`src/rtl/alu_sel_pkg.sv`:
```
// Shared types, defaults and sizing helper for the ALU result selector.
package alu_sel_pkg;

    // Controller states: normal request handling, or sequential emission of every source.
    typedef enum logic [0:0] {
        IDLE = 1'b0,
        SCAN = 1'b1
    } state_e;

    localparam int DEF_WIDTH = 4;
    localparam int DEF_NSRC  = 8;

    // Select/index width for a given source count; never narrower than one bit.
    function automatic int calc_selw(input int nsrc);
        return (nsrc > 1) ? $clog2(nsrc) : 1;
    endfunction

endpackage

```
`src/rtl/out_reg_slice.sv`:
```
// One-entry valid/ready output register. A load may coincide with a consume,
// which lets a new word replace the old one in the same cycle.
module out_reg_slice #(
    parameter int PW = 8
) (
    input  logic          clk,
    input  logic          rst,
    input  logic          load,
    input  logic [PW-1:0] din,
    input  logic          out_ready,
    output logic          out_valid,
    output logic [PW-1:0] dout,
    output logic          slot_free
);

    logic          valid_r;
    logic [PW-1:0] data_r;

    // The slot may be written when it is empty or its word leaves this cycle.
    assign slot_free = !valid_r || out_ready;
    assign out_valid = valid_r;
    assign dout      = data_r;

    // Holding register: load wins, otherwise clear on consume, otherwise hold.
    always_ff @(posedge clk) begin
        if (rst) begin
            valid_r <= 1'b0;
            data_r  <= {PW{1'b0}};
        end else if (load) begin
            valid_r <= 1'b1;
            data_r  <= din;
        end else if (out_ready) begin
            valid_r <= 1'b0;
        end else begin
            valid_r <= valid_r;
        end
    end

endmodule

```
`src/rtl/alu_result_sel.sv`:
```
// Registered result selector: picks one of NSRC sources per accepted request,
// or walks every source in index order when a scan is requested.
module alu_result_sel
    import alu_sel_pkg::*;
#(
    parameter int WIDTH = DEF_WIDTH,
    parameter int NSRC  = DEF_NSRC,
    parameter int SELW  = calc_selw(NSRC)
) (
    input  logic                  clk,
    input  logic                  rst,
    input  logic [NSRC*WIDTH-1:0] src_bus,
    input  logic                  in_valid,
    output logic                  in_ready,
    input  logic [SELW-1:0]       sel,
    input  logic                  scan_req,
    output logic                  out_valid,
    input  logic                  out_ready,
    output logic [WIDTH-1:0]      out_data,
    output logic [SELW-1:0]       out_idx,
    output logic                  out_err,
    output logic                  scan_busy,
    output logic                  scan_done
);

    localparam int              PW       = WIDTH + SELW + 1;
    localparam logic [SELW:0]   NSRC_L   = (SELW+1)'(NSRC);
    localparam logic [SELW-1:0] LAST_IDX = SELW'(NSRC - 1);

    state_e            state_r;
    state_e            state_nx_s;
    logic [SELW-1:0]   scan_cnt_r;
    logic [SELW-1:0]   cnt_nx_s;
    logic              scan_done_r;
    logic              done_nx_s;

    logic              slot_free_s;
    logic              in_range_s;
    logic              load_s;
    logic              load_err_s;
    logic [SELW-1:0]   load_idx_s;
    logic [SELW-1:0]   pick_idx_s;
    logic [WIDTH-1:0]  load_data_s;
    logic [PW-1:0]     slice_dout_s;

    assign in_range_s = ({1'b0, sel} < NSRC_L);
    assign in_ready   = (state_r == IDLE) && !scan_req && slot_free_s;
    assign scan_busy  = (state_r == SCAN);
    assign scan_done  = scan_done_r;

    // Next-state, scan counter and load decision; a scan request in IDLE pre-empts any select request.
    always_comb begin
        state_nx_s = state_r;
        cnt_nx_s   = scan_cnt_r;
        done_nx_s  = 1'b0;
        load_s     = 1'b0;
        load_err_s = 1'b0;
        load_idx_s = sel;
        pick_idx_s = {SELW{1'b0}};
        case (state_r)
            IDLE: begin
                if (scan_req) begin
                    state_nx_s = SCAN;
                    cnt_nx_s   = {SELW{1'b0}};
                end else if (in_valid && slot_free_s) begin
                    load_s     = 1'b1;
                    load_idx_s = sel;
                    load_err_s = !in_range_s;
                    pick_idx_s = in_range_s ? sel : {SELW{1'b0}};
                end else begin
                    load_s = 1'b0;
                end
            end
            SCAN: begin
                if (slot_free_s) begin
                    load_s     = 1'b1;
                    load_idx_s = scan_cnt_r;
                    pick_idx_s = scan_cnt_r;
                    if (scan_cnt_r == LAST_IDX) begin
                        state_nx_s = IDLE;
                        cnt_nx_s   = {SELW{1'b0}};
                        done_nx_s  = 1'b1;
                    end else begin
                        cnt_nx_s = scan_cnt_r + 1'b1;
                    end
                end else begin
                    load_s = 1'b0;
                end
            end
            default: begin
                state_nx_s = IDLE;
                cnt_nx_s   = {SELW{1'b0}};
            end
        endcase
    end

    // Source part-select; the index is clamped in range, and out-of-range requests load zero.
    always_comb begin
        load_data_s = {WIDTH{1'b0}};
        if (load_err_s) begin
            load_data_s = {WIDTH{1'b0}};
        end else begin
            load_data_s = src_bus[pick_idx_s*WIDTH +: WIDTH];
        end
    end

    // Controller state, scan position and the end-of-scan pulse register.
    always_ff @(posedge clk) begin
        if (rst) begin
            state_r     <= IDLE;
            scan_cnt_r  <= {SELW{1'b0}};
            scan_done_r <= 1'b0;
        end else begin
            state_r     <= state_nx_s;
            scan_cnt_r  <= cnt_nx_s;
            scan_done_r <= done_nx_s;
        end
    end

    out_reg_slice #(
        .PW (PW)
    ) u_out_reg (
        .clk       (clk),
        .rst       (rst),
        .load      (load_s),
        .din       ({load_err_s, load_idx_s, load_data_s}),
        .out_ready (out_ready),
        .out_valid (out_valid),
        .dout      (slice_dout_s),
        .slot_free (slot_free_s)
    );

    assign {out_err, out_idx, out_data} = slice_dout_s;

endmodule

```
`config.mk`:
```
export PLATFORM = sky130hd
export DESIGN_NAME = alu_result_sel
export DESIGN_NICKNAME = d
export VERILOG_FILES = /design/src/rtl/alu_sel_pkg.sv /design/src/rtl/out_reg_slice.sv /design/src/rtl/alu_result_sel.sv
export SDC_FILE = /design/constraint.sdc
export NUM_CORES = 1
export LEC_CHECK = 0
export CAP_MARGIN = 20
export CORE_MARGIN = 3
export CORE_UTILIZATION = 43
export DETAILED_ROUTE_END_ITERATION = 12
export PLACE_DENSITY_LB_ADDON = 0.3
export SETUP_SLACK_MARGIN = 0.15
export SLEW_MARGIN = 10
export SYNTH_ARGS = -nofsm -noshare
export SYNTH_HDL_FRONTEND = slang
export SYNTH_SLANG_ARGS = --single-unit
```
`constraint.sdc`:
```
create_clock -name clk -period 3.6 [get_ports clk]
set_clock_uncertainty 0.1 [all_clocks]
set_input_delay 0.72 -clock clk [delete_from_list [all_inputs] [get_ports clk]]
set_output_delay 0.72 -clock clk [all_outputs]
set_load 0.02 [all_outputs]
```
# --- Yosys cells after proc, flatten, opt, wreduce, memory -nomap -nowiden ---
# Cells that the tools add are included.
word_totals:
  reg_bits: 13
  input_bits: 40
  out_inout_bits: 12
  word_cells: 42
op_classes:
  add_sub_neg: 1
  n_eq_ne: 3
  n_shift: 1
  mux: 21
  bitwise_logic: 2
  reduce_logical: 9
ops:
  columns: ["operator", "n"]
  rows:
  - ["$shiftx 32x6->4", 1]
  - ["$mux 3", 7]
  - ["$pmux 3 s2", 3]
  - ["$mux 1", 9]
  - ["$pmux 1 s2", 2]
  - ["$add 3x1->3 const B", 1]
  - ["$eq 3x3->1 const B", 1]
  - ["$logic_and 1x1->1", 3]
  - ["$reduce_or 3->1", 1]
  - ["$logic_not 1->1", 2]
  - ["$ne 2x1->1 const B", 1]
  - ["$ne 2x2->1 const B", 1]
  - ["$not 1->1", 2]
  - ["$reduce_and 2->1", 1]
  - ["$reduce_bool 2->1", 1]
  - ["$logic_or 1x1->1", 1]

# --- Depth between registers and ports, before layout ---
# Gate-level depths: netlist of the first run.
logic_depth:
  ltp_word: 7
  ltp_mapped: 7
  mapped_depth_nobuf: 5

# --- Hierarchy ---
# A second synthesis of the first run with hierarchy kept.
hier_totals:
  cells_unflattened: 97
  hier_area_um2: 989.7
modules_own_cells:
  columns: ["mod", "n_inst", "cells_each", "area_each_um2", "seq_area_each_um2"]
  rows:
  - ["alu_result_sel", 1, 67, 668.1, 100.1]
  - ["out_reg_slice", 1, 30, 321.6, 180.2]

# --- Worst setup path before layout of the first run ---
# OpenSTA, ideal clock, no wires.
synth_timing:
  path_type: "input to output"
  start: "input port out_ready"
  end: "output port in_ready"
  arrival_time_ps: 1356
  t_required_ps: 2780
  path_slack_ps: 1424
  cell_stages: 3
  path_buffers: 1
  path_cell_list: "nor2b_1 > buf_4 > nor3_1"
synth_via:
  elab_chain_len: 2
synth_rtl:
  columns: ["item", "line_no", "source"]
  rows:
  - ["from (decl)", "alu_result_sel.sv:18", "input logic out_ready,"]
  - ["$logic_or 1x1->1", "out_reg_slice.sv:20", "assign slot_free = !valid_r || out_ready;"]
  - ["$logic_and 1x1->1", "alu_result_sel.sv:47", "assign in_ready = (state_r == IDLE) && !scan_req && slot_free_s;"]
  - ["to (decl)", "alu_result_sel.sv:14", "output logic in_ready,"]
# Every way passes these cells.

# --- Worst setup path after layout of the first run ---
# Same ends and word-level chain as after synthesis.

==> results of run 1 <==
cells in the final DEF (no fill, tap or decap), types with 3 or more instances in the layout:
| cell type | n |
|---|---|
| nor3_1 | 4 |
| a211oi_1 | 4 |
| nand2_1 | 5 |
| nor2b_1 | 4 |
| o211a_1 | 3 |
| nor2_1 | 10 |
| clkbuf_4 | 3 |
| clkdlybuf4s50_1 | 50 |
| o32a_1 | 3 |
| nand3_1 | 8 |
| a22oi_1 | 5 |
| mux2i_1 | 4 |
| a21oi_1 | 8 |
| o41ai_1 | 4 |
| dfxtp_1 | 13 |
| o21ai_1 | 5 |
| o21bai_1 | 3 |
final cells by class:
cell class | count | area [um^2] | share of cell area [%]
multi-input cells | 96 | 684.4 | 44.98
repair buffers | 51 | 508.0 | 33.39
flip-flops and latches | 13 | 260.3 | 17.11
well taps | 28 | 35.03 | 2.303
clock buffers | 4 | 26.28 | 1.727
inverters | 2 | 7.507 | 0.4934
sequential cells by signal, summed over array words and instances, names as in the netlist:
name                 flops
scan_cnt_r               3
u_out_reg.out_valid      1
scan_busy                1
scan_done                1
u_out_reg.dout           7
metrics by stage:
step	area [um^2]	utilization, %	worst slack [ps]
finish	1521	67.48	637.9
global route	1521	67.48	552.4
CTS	1521	67.48	628.6
detailed placement	1495	66.32	630.0
global placement	1495	66.32	632.4
floorplan	1046	-	1424
final timing paths:
kind         cells after the start         startpoint                end  slack [ps]
min                              2  u_out_reg.dout[4]  u_out_reg.dout[4]         370
max reg2reg                      5          scan_busy  u_out_reg.dout[2]        1500
min reg2reg                      2  u_out_reg.dout[4]  u_out_reg.dout[4]         370
max                              5          out_ready           in_ready         640
cells in the mapped netlist:
cell type / count
o32a_1: 3
a211oi_1: 4
o21ai_0: 2
a2111oi_2: 1
buf_2: 1
inv_2: 1
mux2i_1: 4
nand2_4: 2
a21oi_1: 8
o21ai_1: 5
o21ai_4: 2
a22oi_1: 5
nand4bb_1: 1
inv_1: 1
nand3b_1: 2
and3_1: 1
dfxtp_1: 13
nand2_2: 1
nand2_1: 5
nor3_2: 1
or4_4: 1
a211o_1: 1
o21a_1: 1
nor2b_1: 4
buf_4: 3
a21o_1: 2
o41ai_1: 4
nor3_1: 4
nor2_1: 10
buf_6: 3
conb_1: 1
ha_1: 2
clkbuf_1: 1
and4bb_1: 1
nand2b_1: 1
nand2b_4: 2
o211a_1: 3
o21bai_1: 3
and2_1: 1
nand3_1: 8
clkbuf_8: 1
buf_8: 1
layer usage:
layer	track usage, %	vias to the layer above
li1	-	547
met1	25.42	497
met2	31.08	40
met3	5.841	4
met4	5.208	0
met5	0	-
critical path, stage by stage:
cell and delay (ps):
clkdlybuf4s50_1 470, nor2b_1 50, buf_4 150, nor3_1 120
clkdlybuf4s50_1 630
report_power, final:
part,leakage [uW],internal [uW],switching [uW]
clock,0.0000150,42.9,47.3
sequential,0.000107,156,11.1
combinational,0.000478,89.6,72.3
kinds of logic (layout without fill, tap and decap cells):
logic type	after synthesis	in the layout	share of synthesized area [%]
other cells	1	1	0.3585
compound gates	44	44	32.42
buf+inv	12	57	9.686
flops	13	13	24.88
mux	4	4	3.828
fa+ha+maj	2	2	2.392
simple gates	45	45	26.44
==> results.md, run 1 <==
- Post-CTS setup buffers: 0
- Peak Freq: ~340 MHz
- Setup violators final: 0
- Count of input and output buffers: 50
- Worst EP required: 2780 ps
- Total length of routed wires: around 3000 um
- Area Growth Syn to Fin: 45.45%
- Leakage power: 0.0005998 uW
- Worst Setup Start Kind: input port
- Drt via density: 5.608
- Uppermost routed layer: met4
- Chip height: 55.32 um
- Drc violations: 0
- Sequential area share after synthesis: 24.88%
- Post-synthesis cell type count: 42
- Largest net degree at the start of global routing: 17
- Num rows: 17
- Placed cells: 190
- Remaining antenna violation count: 0
- Ys Warns: 0
- Worst hold margin: ~370 ps
- Clock root buffer master: clkbuf_4
- TNS Setup: 0 ps
- CTS Hold Buffers Added: 0
- H-tree levels: 1
- Total gr overflow: 0
- Iter 0 DRT Violations: 44
- Avg Cell Area, Syn: 8.645 um^2
- Design Power: ~420 uW
- Die Footprint: 0.003060 mm^2
- Worst-margin pin slew: 566.3 ps
- Die Width: roughly 55 um
- Fin crit share: 82.28%
- Syn nets: about 160
- Synth area leaders: dfxtp_1 25%, a21oi_1 3.8%, mux2i_1 3.8%, nand3_1 3.8%, a22oi_1 3.6%
- CTS tree: done
- Yosys top cell area share: 24.88%
- Ant diodes: 0
- Status: finished clean
- Maximum Capacitance Violations: 0
- Power density cells: 275.4 mW/mm^2
- Initial Util: between 40 and 50%
- Placed wire-length estimate: ~2400 um
- Fraction of layout cells with a size suffix above 1: 9.036%
- First-pass GRT wire length: approximately 5000 um
- Peak supply drop: roughly 0.00028 V
- Worst skew pair latency: 270 ps
- RSZ-0062 raised after global routing: false
- Final hold vios: 0
- Vias in the first global route: 1,118
- Max Slew Vio Count: 0
- Nets: 209
- Initial DRT Pass Iterations: 4
- Number of synthesized register bits: 13
- Routed met3 length: 203 um
- Mapped cell area: ~0.0010 mm^2
- Synth area leader: dfxtp_1
- CTS resizes: 0
- GPL Wtd Cong: 0.8637
- CP Max Fanout: 9
- Metal2 WL: 1426 um
- Clock buffer depth: 2
- Final cell count without fillers: 194
- Slew HR: 62.13%
- Vias: 1,088
- CP Data Arrival Time: 2140 ps
- # clock sinks: 13
- Placeable core area: 0.002255 mm^2
- Gate Count Post-Synth: 121
- Critical Path Sink Type: primary output
- Clock-pin transition on the worst setup and hold timing paths: 80 ps
- DRT met1 WL: between 1000 and 1500 um
- HP Class: reg2reg
- # fillers: 210
- Gr usage total: 19.50%
- Minimum clock period: 2962 ps
- TritonCTS buffer count: 3
- Antenna violations before repair: 0
- Kind of critical path: in2out
- Routed len/inst: 15.48 um
- Boundary Pins: 52
No activity file was read; power rests on OpenSTA's default activity.
==> run 2: changes to the inputs <==
--- a/config.mk
+++ b/config.mk
@@ -7,7 +7,7 @@
 export LEC_CHECK = 0
 export CAP_MARGIN = 20
 export CORE_MARGIN = 3
-export CORE_UTILIZATION = 43
+export CORE_UTILIZATION = 36
 export DETAILED_ROUTE_END_ITERATION = 12
 export PLACE_DENSITY_LB_ADDON = 0.3
 export SETUP_SLACK_MARGIN = 0.15
==> constraint.sdc (replaced) <==
create_clock -name clk -period 2.51 [get_ports clk]
set_clock_uncertainty 0.1 [all_clocks]
set_input_delay 0.502 -clock clk [delete_from_list [all_inputs] [get_ports clk]]
set_output_delay 0.502 -clock clk [all_outputs]
set_load 0.02 [all_outputs]
==> run 2 against run 1 <==
Final cell count rose by 3.6%; count of clock-buffer cells in the layout did not move; sequential cell count unchanged; total power up 45%; register-to-register slack got worse by 1100 ps; critical endpoint is now u_out_reg.dout[2]; highest routed layer unchanged.
==> results.md, run 2 (synthesis results as in run 1) <==
- Post-CTS setup buffers: 0 (unchanged)
- Most common cell after layout, fill and taps aside: clkdlybuf4s50_1
- Area Growth Syn to Fin: 49.16%
- Clock buffer depth: 2 (unchanged)
- Remaining antenna violation count: 0 (unchanged)
- Placed wire-length estimate: 2520 um (+6.9%)
- Iter 0 DRT Violations: 56 (+27%)
- CP Max Fanout: 8 (-1)
- CTS Hold Buffers Added: 0 (unchanged)
- Vias in the first global route: 1,099 (-1.7%)
- Worst path bufs/invs: 1 (-2)
- Final Core Density: 59.72% (-7.8 points)
- Drc violations: 0 (unchanged)
- Critical Path Sink Type: flop
- Worst EP required: 2570 ps (-210 ps)
- Vias: 1,124 (+3.3%)
- Kind of critical path: in2reg
- CTS tree: done
- CP Data Arrival Time: 2300 ps (+160 ps)
- Final hold vios: 0 (unchanged)
- Die Width: 59.91 um (+8.3%)
- Leakage power: 0.0006267 uW (+4.5%)
- Fraction of layout cells with a size suffix above 1: 11.70% (+2.7 points)
- TritonCTS buffer count: 3 (unchanged)
- # clock sinks: 13 (unchanged)
- Clock root buffer master: clkbuf_4
- # fillers: 235 (+12%)
- Highest-count cells in the layout ignoring fill and taps: 49 x clkdlybuf4s50_1, 13 x dfxtp_1, 10 x nor2_1
- Critical Path, Cell by Cell: clkdlybuf4s50_1 > and4bb_1 > o21ai_4 > a211oi_1 > o32a_1 > o41ai_1
- RSZ-0062 raised after global routing: false
- Max incr delay on CP: 560 ps (-70 ps)
- Die Footprint: 0.003589 mm^2 (+17%)
- TNS Setup: 0 ps (unchanged)
- Num rows: 18 (+1)
- Initial DRT Pass Iterations: 4 (unchanged)
- Worst path slowest cell: clkdlybuf4s50_1
- Status: finished clean
- Nets: 214 (+2.4%)
- Largest net degree at the start of global routing: 16 (-1)
- CTS resizes: 1 (+1)
- GPL Wtd Cong: 0.7916 (-8.3%)
- Chip height: 59.91 um (+8.3%)
- Total gr overflow: 0 (unchanged)
- Drt via density: 5.592 (-0.29%)
- Multi-input logic area: 684.4 um^2 (unchanged)
- Clock-pin transition on the worst setup and hold timing paths: 80 ps (about the same)
- Power density cells: 389.3 mW/mm^2 (+41%)
- Max Slew Vio Count: 0 (unchanged)
- Ant diodes: 0 (unchanged)
- First-pass GRT wire length: 4933 um (-2.1%)
- Top Family by Delay on Critical Path: compound AO/OA/AOI/OAI gates
- Worst Setup Start Kind: input port
- Maximum Capacitance Violations: 0 (unchanged)
- Initial Util: 40.04% (-6.4 points)
- Routed len/inst: 15.57 um (+0.53%)
- Fin crit share: 89.08%
- Total length of routed wires: 3129 um (+4.2%)
- Boundary Pins: 52 (unchanged)
- Placeable core area: 0.002613 mm^2 (+16%)
- Antenna violations before repair: 0 (unchanged)
- Register area: 260.3 um^2 (unchanged)
- H-tree levels: 1 (unchanged)
- Worst skew pair latency: 270 ps (about the same)
- Setup violators final: 0 (unchanged)
- HP Class: reg2reg
- Gr usage total: 17.90% (-1.6 points)
- Count of input and output buffers: 50 (unchanged)
- Minimum clock period: 2236 ps
- Peak supply drop: 0.0004063 V (+45%)
- Peak Freq: 447.2 MHz
- Max reg flops: 7 (unchanged)
-- run 2: area by class of cell --
class / instances / area share (%)
Clock buffer: 4 / 1.684
Inverter: 2 / 0.4812
Multi-Input combinational cell: 96 / 43.87
Tap cell: 30 / 2.406
Sequential cell: 13 / 16.68
Timing Repair Buffer: 56 / 34.88
-- run 2: worst paths after layout --
| check | from | endpoint | slack (ps) | cells after the start |
|---|---|---|---|---|
| worst min register to register | u_out_reg.dout[4] | u_out_reg.dout[4] | 360 | 2 |
| worst min-delay path | u_out_reg.dout[4] | u_out_reg.dout[4] | 360 | 2 |
| worst max register to register | scan_busy | u_out_reg.dout[2] | 420 | 5 |
| worst max-delay path | in_valid | u_out_reg.dout[2] | 270 | 6 |
-- run 2: worst reg2reg max path: stages, from the launching register on --
cell and delay [ps]:
dfxtp_1 630, and4bb_1 390, o211a_1 260, a211oi_1 320, o32a_1 210, o41ai_1 70
-- run 2: metrics by stage --
| step | setup WS [ps] | power (uW) | instances | hold slack [ps] | cell area [um^2] |
|---|---|---|---|---|---|
| final | 274.1 | 607.4 | 201 | 363.7 | 1560 |
| after CTS | 295.6 | 611.7 | 201 | 370.3 | 1560 |
| after detailed placement | 20.38 | 483.4 | 197 | 351.8 | 1535 |
| after floorplan | 754.5 | 370.0 | 121 | 394.2 | 1046 |
| after global placement | 93.42 | 478.0 | 197 | 352.6 | 1535 |
| after global routing | 184.7 | 636.1 | 201 | 413.5 | 1560 |
-- run 2: per-layer routing --
| layer | up-vias | part of all wire [%] | track usage [%] |
|---|---|---|---|
| met4 | 0 | 1.4 | 6.646 |
| li1 | 556 | - | - |
| met2 | 53 | 46 | 28.55 |
| met1 | 509 | 44 | 24.35 |
| met5 | - | 0 | 0 |
| met3 | 6 | 9.1 | 2.376 |
-- run 2: report_power, final --
group	internal [uW]	total (uW)	switching (uW)	leakage, uW
combinational	132	240	108	0.000505
sequential	223	239	15.4	0.000107
clock	61.6	129	67.1	0.0000150
total	417	607	190	0.000627
